## config.mk

```make
export PLATFORM = sky130hd
export DESIGN_NAME = fabric_ingress_arbiter
export DESIGN_NICKNAME = d
export VERILOG_FILES = /design/src/rtl/fabric_ingress_arbiter.sv
export SDC_FILE = /design/constraint.sdc
export NUM_CORES = 1
export LEC_CHECK = 0
export ABC_AREA = 1
export CAP_MARGIN = 5
export CORE_AREA = 2 2 350 352
export CTS_CLUSTER_DIAMETER = 80
export DETAILED_ROUTE_END_ITERATION = 10
export DIE_AREA = 0 0 352 354
export PLACE_DENSITY_LB_ADDON = 0.05
export SYNTH_ARGS = -nofsm -noshare
export SYNTH_HDL_FRONTEND = slang
export SYNTH_SLANG_ARGS = --single-unit
```

## constraint.sdc

```tcl
create_clock -name clk_fabric -period 6 [get_ports clk_fabric]
set_clock_uncertainty 0.2 [all_clocks]
set_input_delay 0.9 -clock clk_fabric [delete_from_list [all_inputs] [get_ports clk_fabric]]
set_output_delay 0.9 -clock clk_fabric [all_outputs]
set_load 0.005 [all_outputs]
```

## src/rtl/fabric_ingress_arbiter.sv

```systemverilog
// fabric_ingress_arbiter: frame-atomic round-robin arbiter from per-port buffers onto the fabric ingress bus
module fabric_ingress_arbiter #(
  parameter int NUM_PORTS  = 24,
  parameter int DATA_WIDTH = 32,
  parameter int PORT_BITS  = 5,
  parameter int MAX_BEATS  = 384
) (
  input  logic                            clk_fabric,
  input  logic                            rst_n,
  input  logic [NUM_PORTS-1:0]            port_enable,
  input  logic [NUM_PORTS-1:0]            req_valid,
  input  logic [NUM_PORTS-1:0]            req_last,
  input  logic [NUM_PORTS*DATA_WIDTH-1:0] req_data,
  output logic [NUM_PORTS-1:0]            req_ready,
  output logic                            out_valid,
  output logic                            out_last,
  output logic [DATA_WIDTH-1:0]           out_data,
  output logic [PORT_BITS-1:0]            out_port,
  input  logic                            out_ready,
  output logic                            truncated
);
  localparam int CW = $clog2(MAX_BEATS);
  typedef enum logic [1:0] {IDLE, ACTIVE, DRAIN} state_t;
  state_t state;
  logic [PORT_BITS-1:0] rr_ptr, grant, pick, off, next_ptr;
  logic [PORT_BITS:0] sum;
  logic [CW-1:0] beat_cnt;
  logic [NUM_PORTS-1:0] cand, rot, gmask;
  logic found, g_valid, g_last, at_max, active, xfer;
  logic [DATA_WIDTH-1:0] g_data;
  assign cand = req_valid & port_enable;
  assign found = |cand;
  // rotate candidates so bit 0 is rr_ptr, then take the lowest set offset
  always_comb begin
    rot = NUM_PORTS'({cand, cand} >> rr_ptr);
    off = '0;
    for (int k = NUM_PORTS-1; k >= 0; k--) off = rot[k] ? PORT_BITS'(k) : off;
    sum = {1'b0, rr_ptr} + {1'b0, off};
    pick = (sum >= (PORT_BITS+1)'(NUM_PORTS)) ? PORT_BITS'(sum - (PORT_BITS+1)'(NUM_PORTS)) : PORT_BITS'(sum);
  end
  assign g_valid = req_valid[grant];
  assign g_last = req_last[grant];
  assign g_data = req_data[grant*DATA_WIDTH +: DATA_WIDTH];
  assign gmask = NUM_PORTS'(1) << grant;
  assign at_max = beat_cnt == CW'(MAX_BEATS-1);
  assign active = state == ACTIVE;
  assign out_valid = active & g_valid;
  assign out_last = active & (g_last | at_max);
  assign out_data = active ? g_data : '0;
  assign req_ready = ((active & out_ready) | (state == DRAIN)) ? gmask : '0;
  assign xfer = out_valid & out_ready;
  assign next_ptr = (grant == PORT_BITS'(NUM_PORTS-1)) ? '0 : grant + 1'b1;
  always_ff @(posedge clk_fabric or negedge rst_n) begin
    if (!rst_n) begin
      state <= IDLE;
      rr_ptr <= '0;
      grant <= '0;
      beat_cnt <= '0;
      out_port <= '0;
      truncated <= 1'b0;
    end else begin
      truncated <= 1'b0;
      case (state)
        IDLE: if (found) begin
          grant <= pick;
          out_port <= pick;
          beat_cnt <= '0;
          state <= ACTIVE;
        end
        ACTIVE: if (xfer) begin
          beat_cnt <= beat_cnt + 1'b1;
          if (g_last) begin
            state <= IDLE;
            rr_ptr <= next_ptr;
          end else if (at_max) begin
            truncated <= 1'b1;
            state <= DRAIN;
          end
        end
        DRAIN: if (g_valid & g_last) begin
          state <= IDLE;
          rr_ptr <= next_ptr;
        end
        default: state <= IDLE;
      endcase
    end
  end
endmodule

```

==> flow_summary.ini <==
[run_status]
status = finished clean

[global_route]
met3_usage_pct = 4.98
grt_max_degree = 126
grt_util_met1_pct = 21.4
globalRouteTotalUtil_pct = 19.1
grt_pass1_wl_um = 168000
grt_use_met2_pct = 36.5
grt.overflow.total = 0
grt_antenna_before_repair = 62
most_crowded_layer_after_global_routing = met2
first_global_vias = 19378

[timing]
finalCriticalPeriod_ps = 5240
worst_slew_pin_slew_ps = 872
final_min_period_over_clock_period_pct = 87.3
highest_clock_rate_mhz = 191
worst_hold_slack_ps = 305
layout_setup_ws_ps = 765
rsz0062_at_grt = false
timing.final.setup_violations = 0
final_max_slew_viol_count = 0
worst_max_slew_margin_expressed_relative_to_the_limit_pct = 41.9
final_hold_vio_count = 0
setup-tns-final_ps = 0

[cells_and_area]
multi_input_combinational_cell_area_sq_um = 8780
fillers = 13926
share_of_layout_cells_above_drive_strength_1_pct = 2.86
area_growth_pct = 105
layout.core_utilization_pct = 17.8
nets = 3687
regArea_sq_um = 562

[clock_network]
clock_sinks = 22
clkLatencyLatePin_ps = 260
htree_levels = 1
post_cts.repair.setup_buffers = 0
cts_repair_resize_count = 0
cts_buffers = 3
cts_hold_buffers = 0
buffer_type_at_the_clock_tree_root = clkbuf_16
cts_buffer_depth = 2
tritoncts_clock_tree = yes
path_clk_slew_ps = 60

[route]
detailedRoute.firstIterationViolations = 1236
via_per_inst = 4.18
routed_wire_length_per_instance_um = 28.0
detail_route.wirelength_um = 125000
vias = 18709
drt_pass1_iterations = 7
antenna_left = 0
drc = 0

[setup_path]
crit_slowest_cell = clkdlybuf4s50_1
family_of_cells_with_the_greatest_summed_delay_on_the_critical_path = simple AND/OR/NAND/NOR gates
regToRegSetupSlack_ps = 1210
timing.critical_path.arrival_ps = 5210
critical_path.endpoint_type = flip-flop
critPathLaunchType = input port
critPathRequiredTime_ps = 5980
crit_type = in -> reg
cpPeakStageDelay_ps = 430
critPathMaxFanout = 3
critical_path.n_buffers_inverters = 2
critPathMostFrequentCell = nand2_1

[run]
max_cap_viol_count = 0

[synthesis]
synthesis.nets = 2915
synth.yosys.warnings = 0
netlist_instances = 2059
synthArstFlopShare_pct = 100
synth_top_cell_by_area = o21ai_0
synth_cell_type_count = 42
synth-seq-cells = 22
synth_ff_type = dfrtp_1
ranking_of_synthesized_cells_by_area = o21ai_0 (22%), nor2_1 (16%), nand2_1 (11%), o221ai_1 (8.5%), nand3_1 (6.6%)
synth-seq-area-share_pct = 5.25
synth_top_area_share_pct = 22.3
synth_enable_flop_cells = 0
syn-mean-instance-area_sq_um = 5.09
synthesis.area_sq_um = 10500

[power_and_ir_drop]
maximum_vdd_ir_drop_mv = 0.183
leak_nw = 7.82
p_per_area_nw_per_um2 = 388

[floorplan]
rows = 128
fp.dieArea_sq_um = 125000
io_pins = 907
die_height_um = 354
floorplan.die.width_um = 352
starting_utilization_of_the_core_area_pct = 8.66
fp.coreArea_sq_um = 121000

[min_path]
hold_path.class = reg -> reg

[placement]
globalplace.congestion = 0.830
dpl_hpwl_um = 105000
io_buffers = 906
placement.setup.worst_slack_ps = 451
[cells in the mapped netlist (7+ instances only)]
| master | number |
|---|---|
| nor3_1 | 16 |
| nand2_1 | 295 |
| clkbuf_1 | 151 |
| o211ai_1 | 35 |
| buf_1 | 16 |
| a31oi_1 | 20 |
| o22ai_1 | 106 |
| a22o_1 | 27 |
| inv_1 | 88 |
| a21oi_1 | 24 |
| o21ai_1 | 7 |
| ha_1 | 12 |
| nor2_1 | 453 |
| o221ai_1 | 102 |
| o21ai_0 | 467 |
| a32o_1 | 7 |
| nand4_1 | 8 |
| nand3_1 | 139 |
| buf_2 | 19 |
| dfrtp_1 | 22 |
[per-stage QoR]
step	power, mW	cells	cell area [sq um]
floorplan	4.57	2059	10500
global placement	8.51	4451	21400
detailed placement	8.45	4451	21400
CTS	8.65	4455	21500
global route	9.29	4467	21500
finish	8.34	4475	21500
[sequential cells by signal, summed over array words and instances, names as in the netlist]
signal	flops
grant	5
state	2
rr_ptr	5
beat_cnt	9
truncated	1
[placed cells by master, fill, tap and decap left out, types with 2 or more instances in the layout]
| cell | instances |
|---|---|
| buf_4 | 45 |
| a21oi_1 | 24 |
| inv_2 | 2 |
| a31oi_1 | 20 |
| dfrtp_1 | 19 |
| a22o_1 | 27 |
| ha_1 | 12 |
| dfrtp_4 | 3 |
| nor2_1 | 450 |
| clkdlybuf4s50_1 | 906 |
| nand4_1 | 8 |
| nand2_2 | 2 |
| o22ai_1 | 106 |
| xnor2_1 | 2 |
| clkbuf_16 | 3 |
| o211ai_1 | 35 |
| nor3_1 | 16 |
| nand3_2 | 3 |
| clkinv_1 | 7 |
| inv_6 | 2 |
| buf_12 | 10 |
| inv_1 | 84 |
| nand2_1 | 295 |
| o21ai_0 | 467 |
| o21ai_1 | 7 |
| a32o_1 | 7 |
| nor4_1 | 3 |
| nor2_4 | 4 |
| and2_1 | 6 |
| o221ai_1 | 102 |
| diode_2 | 20 |
| nand3_1 | 139 |
[routing by layer]
layer  up-vias  part of all wire [%]  wire, um
met3       118                   6.4      8000
met2       677                    53     66100
met5         -                  0.29       366
met4        58                   1.0      1250
met1      8985                    40     49400
li1       8871                     -         -
[power breakdown]
group | switching (mW) | internal (mW) | total [mW]
clock network | 0.0567 | 0.102 | 0.159
registers | 0.151 | 0.199 | 0.350
logic | 5.18 | 2.65 | 7.83
[final cells by class]
class                      instances  area share, %
clock buffer                       4          0.413
timing repair buffer             961           44.7
multi-input combinational       1747           40.8
antenna                           20          0.233
sequential                        22           2.61
tap                             1625           9.46
inverter                          96           1.76
[cell families (layout without fill, tap and decap cells)]
group	Yosys count	after routing	synth area share, %
xor+xnor	3	3	0.251
fa+ha+maj	13	13	1.62
mux	1	1	0.0955
simple gates	930	930	35.9
buf+inv	290	1061	11.2
compound gates	800	800	45.7
flops	22	22	5.26
other cells	0	20	0
[path summary, 6_finish.rpt]
kind	to	start	cells past startpoint
worst max-delay path	grant[3]	req_valid[15]	39
worst min-delay path	state[1]	state[0]	1
worst max register to register	grant[3]	rr_ptr[0]	38
worst min register to register	state[1]	state[0]	1
max in group asynchronous	grant[0]	rst_n	2
min in group asynchronous	truncated	rst_n	2
No activity file was read; power rests on OpenSTA's default activity.
==> edit (config.mk and constraints unchanged) <==
Set the parameter `PORT_BITS` to 6 (it was 5).
--- a/src/rtl/fabric_ingress_arbiter.sv
+++ b/src/rtl/fabric_ingress_arbiter.sv
@@ -3,5 +3,5 @@
   parameter int NUM_PORTS  = 24,
   parameter int DATA_WIDTH = 32,
-  parameter int PORT_BITS  = 5,
+  parameter int PORT_BITS  = 6,
   parameter int MAX_BEATS  = 384
 ) (
Interface: changed (resized out_port); port bits go from 907 to 908. The function was not compared with the original's and may differ.
==> edit against the original RTL <==
Synthesized area is 2.4% higher; worst setup slack worse by 190 ps; sequential cell count is 2 higher; clock power is 8% higher; cell count is 2.7% higher; count of clock-buffer cells in the layout stayed put; synthesized cell count is 4.8% higher; final area is 2.4% higher; critical path depth is 11 lower; total power is 10% higher; sequential power is 12% higher; wire length is 5.0% higher.
==> edit: results (changes against the original RTL) <==
stage,metric,value,unit,change
status,outcome,finished clean,,
final_layout,Final #Nets,3811,,+3.4%
routing,post-DR wirelength/cell,28.6,um,+2.2%
logic_synthesis,Main synth FF type,dfrtp_1,,
cts,H-tree Lvls,1,,unchanged
critical_path,worst-path fanout max,3,,unchanged
logic_synthesis,synthesized netlist cell count,2158,,+4.8%
cts,# resized after CTS,0,,unchanged
critical_path,reg2reg start,rr_ptr[0],,
timing,Hold Slack,265,ps,-39.7 ps
hold_path,hold_sp,beat_cnt[8],,
place,placed cells,4575,,+2.8%
power_and_ir_drop,static leakage,7.88,nW,+0.77%
routing,Detailed Routing Iterations Pass 1,5,,-2
place,Detail Placement HPWL,111,mm,+5.9%
hold_path,Hold Path End,beat_cnt[8],,
cts,setup bufs post-CTS,0,,unchanged
hold_path,Hold Path Depth,1,,unchanged
logic_synthesis,Syn Nets,3014,,+3.4%
logic_synthesis,Synth warnings,0,,unchanged
critical_path,"slowest stage delay, CP",620,ps,+190 ps
routing,drt total wl,131,mm,+5.0%
grt,global-route wire length before repair,176,mm,+4.7%
place,pre-CTS WS,283,ps,-168 ps
power_and_ir_drop,Net Sw Power,6.08,mW,+13%
logic_synthesis,asr flop ratio synth,100,%,unchanged
cts,clk root buf,clkbuf_16,,
final_layout,ratio of cells with drive above 1 in the final layout,4.10,%,+1.2 points
critical_path,crit path DAT,5360,ps,+150 ps
routing,DRT iter0 DRCs,1379,,+12%
routing,top routing layer in use,met5,,
power_and_ir_drop,maximum vdd ir drop,0.185,mV,+0.73%
logic_synthesis,Synth cell types,48,,+14%
critical_path,Crit. Startpoint,port_enable[5],,
cts,clock tree buffer depth,2,,unchanged
logic_synthesis,Commonest cells post-synth,"466 x nor2_1, 426 x o21ai_0, 360 x nand2_1, 171 x o22ai_1, 156 x clkbuf_1",,
routing,WL met2,69.2,mm,+4.7%
critical_path,Worst path slowest cell,clkdlybuf4s50_1,,
logic_synthesis,post-synthesis sequential area ratio,5.60,%,+0.35 points
critical_path,Reg2Reg Capture Point,grant[4],,
routing,Vias/cell,4.25,,+1.7%
routing,wl on met1,52.8,mm,+6.8%
timing,Worst Max-Slew Pin Slew,1160,ps,+284 ps
final_layout,Largest regs,"beat_cnt x9, grant x6, rr_ptr x6",,
cts,Num CTS Buffers,3,,unchanged
critical_path,R2R Setup Slk,1120,ps,-90 ps
grt,initial antenna violation count,50,,-19%
routing,met3 routed wirelength,8.32,mm,+4.0%
logic_synthesis,Synth area leaders,"o21ai_0 20%, nor2_1 16%, nand2_1 13%",,
place,final RePlAce weighted congestion,0.871,,+5.0%
place,Port Buffers,907,,+0.11%
hold_path,Worst Hold Class,reg -> reg,,
cts,clk slew on worst S/H paths,70,ps,
grt,largest net degree at the start of global routing,123,,-2.4%
cts,Clock Latency Late Sink,270,ps,
grt,vias in the first global route,20270,,+4.6%
critical_path,reg2reg path depth,28,,-26%
grt,Overall Global Routing Usage,20.1,%,+1.0 points
-- edit: worst max-delay path, delay by kind of cell --
kind / cells / cell delay (ps)
compound gates: 13 / 2330
simple gates: 10 / 1050
buf+inv: 4 / 800
fa+ha+maj: 1 / 300
-- edit: power groups by stage --
| stage | logic, mW | clock network (mW) | registers [mW] |
|---|---|---|---|
| after floorplan | 4.53 | 0 | 0.258 |
| after global placement | 8.97 | 0 | 0.408 |
| after detailed placement | 8.91 | 0 | 0.409 |
| after CTS | 8.95 | 0.180 | 0.405 |
| after global routing | 9.56 | 0.182 | 0.410 |
| final | 8.64 | 0.171 | 0.393 |
-- edit: cell type report --
class / instances / area [um2]
fillers: 13990 / 98900
well taps: 1625 / 2030
diodes: 17 / 42.5
repair buffers: 993 / 9900
flip-flops and latches: 24 / 613
multi-input cells: 1860 / 9050
clock buffers: 4 / 88.8
inverters: 73 / 289
-- edit: per-layer routing --
layer,vias up,track usage [%]
met5,-,0
met1,9439,23.2
met3,75,4.51
met2,797,38.3
met4,26,2.32
li1,9206,-
-- edit: how the worst max path moves through the flow --
stage               endpoint  slack (ps)  cells past startpoint
finish              grant[4]         580                     28
detailed placement  grant[4]         280                     28
global route        grant[4]          20                     45
global placement    grant[4]         110                     45
floorplan           grant[4]        1660                     41
CTS                 grant[4]         550                     28
-- edit: stage by stage --
stage	instance area, um2	power, mW
global placement	21900	9.38
finish	22000	9.20
detailed placement	21900	9.32
CTS	22000	9.53
floorplan	10700	4.78
global route	22000	10.1
-- edit: kinds of logic (layout without fill, tap and decap cells) --
| logic type | count (synthesis) | in the layout | synth area share, % |
|---|---|---|---|
| adders and majority gates | 13 | 13 | 1.59 |
| AOI/OAI and AO/OA | 787 | 787 | 41.7 |
| and+or+nand+nor | 1055 | 1055 | 40.5 |
| DFF | 24 | 24 | 5.60 |
| muxes | 1 | 1 | 0.0933 |
| xor gates and xnor gates | 4 | 4 | 0.327 |
| buffers and inverters | 274 | 1070 | 10.2 |
| other | 0 | 17 | 0 |
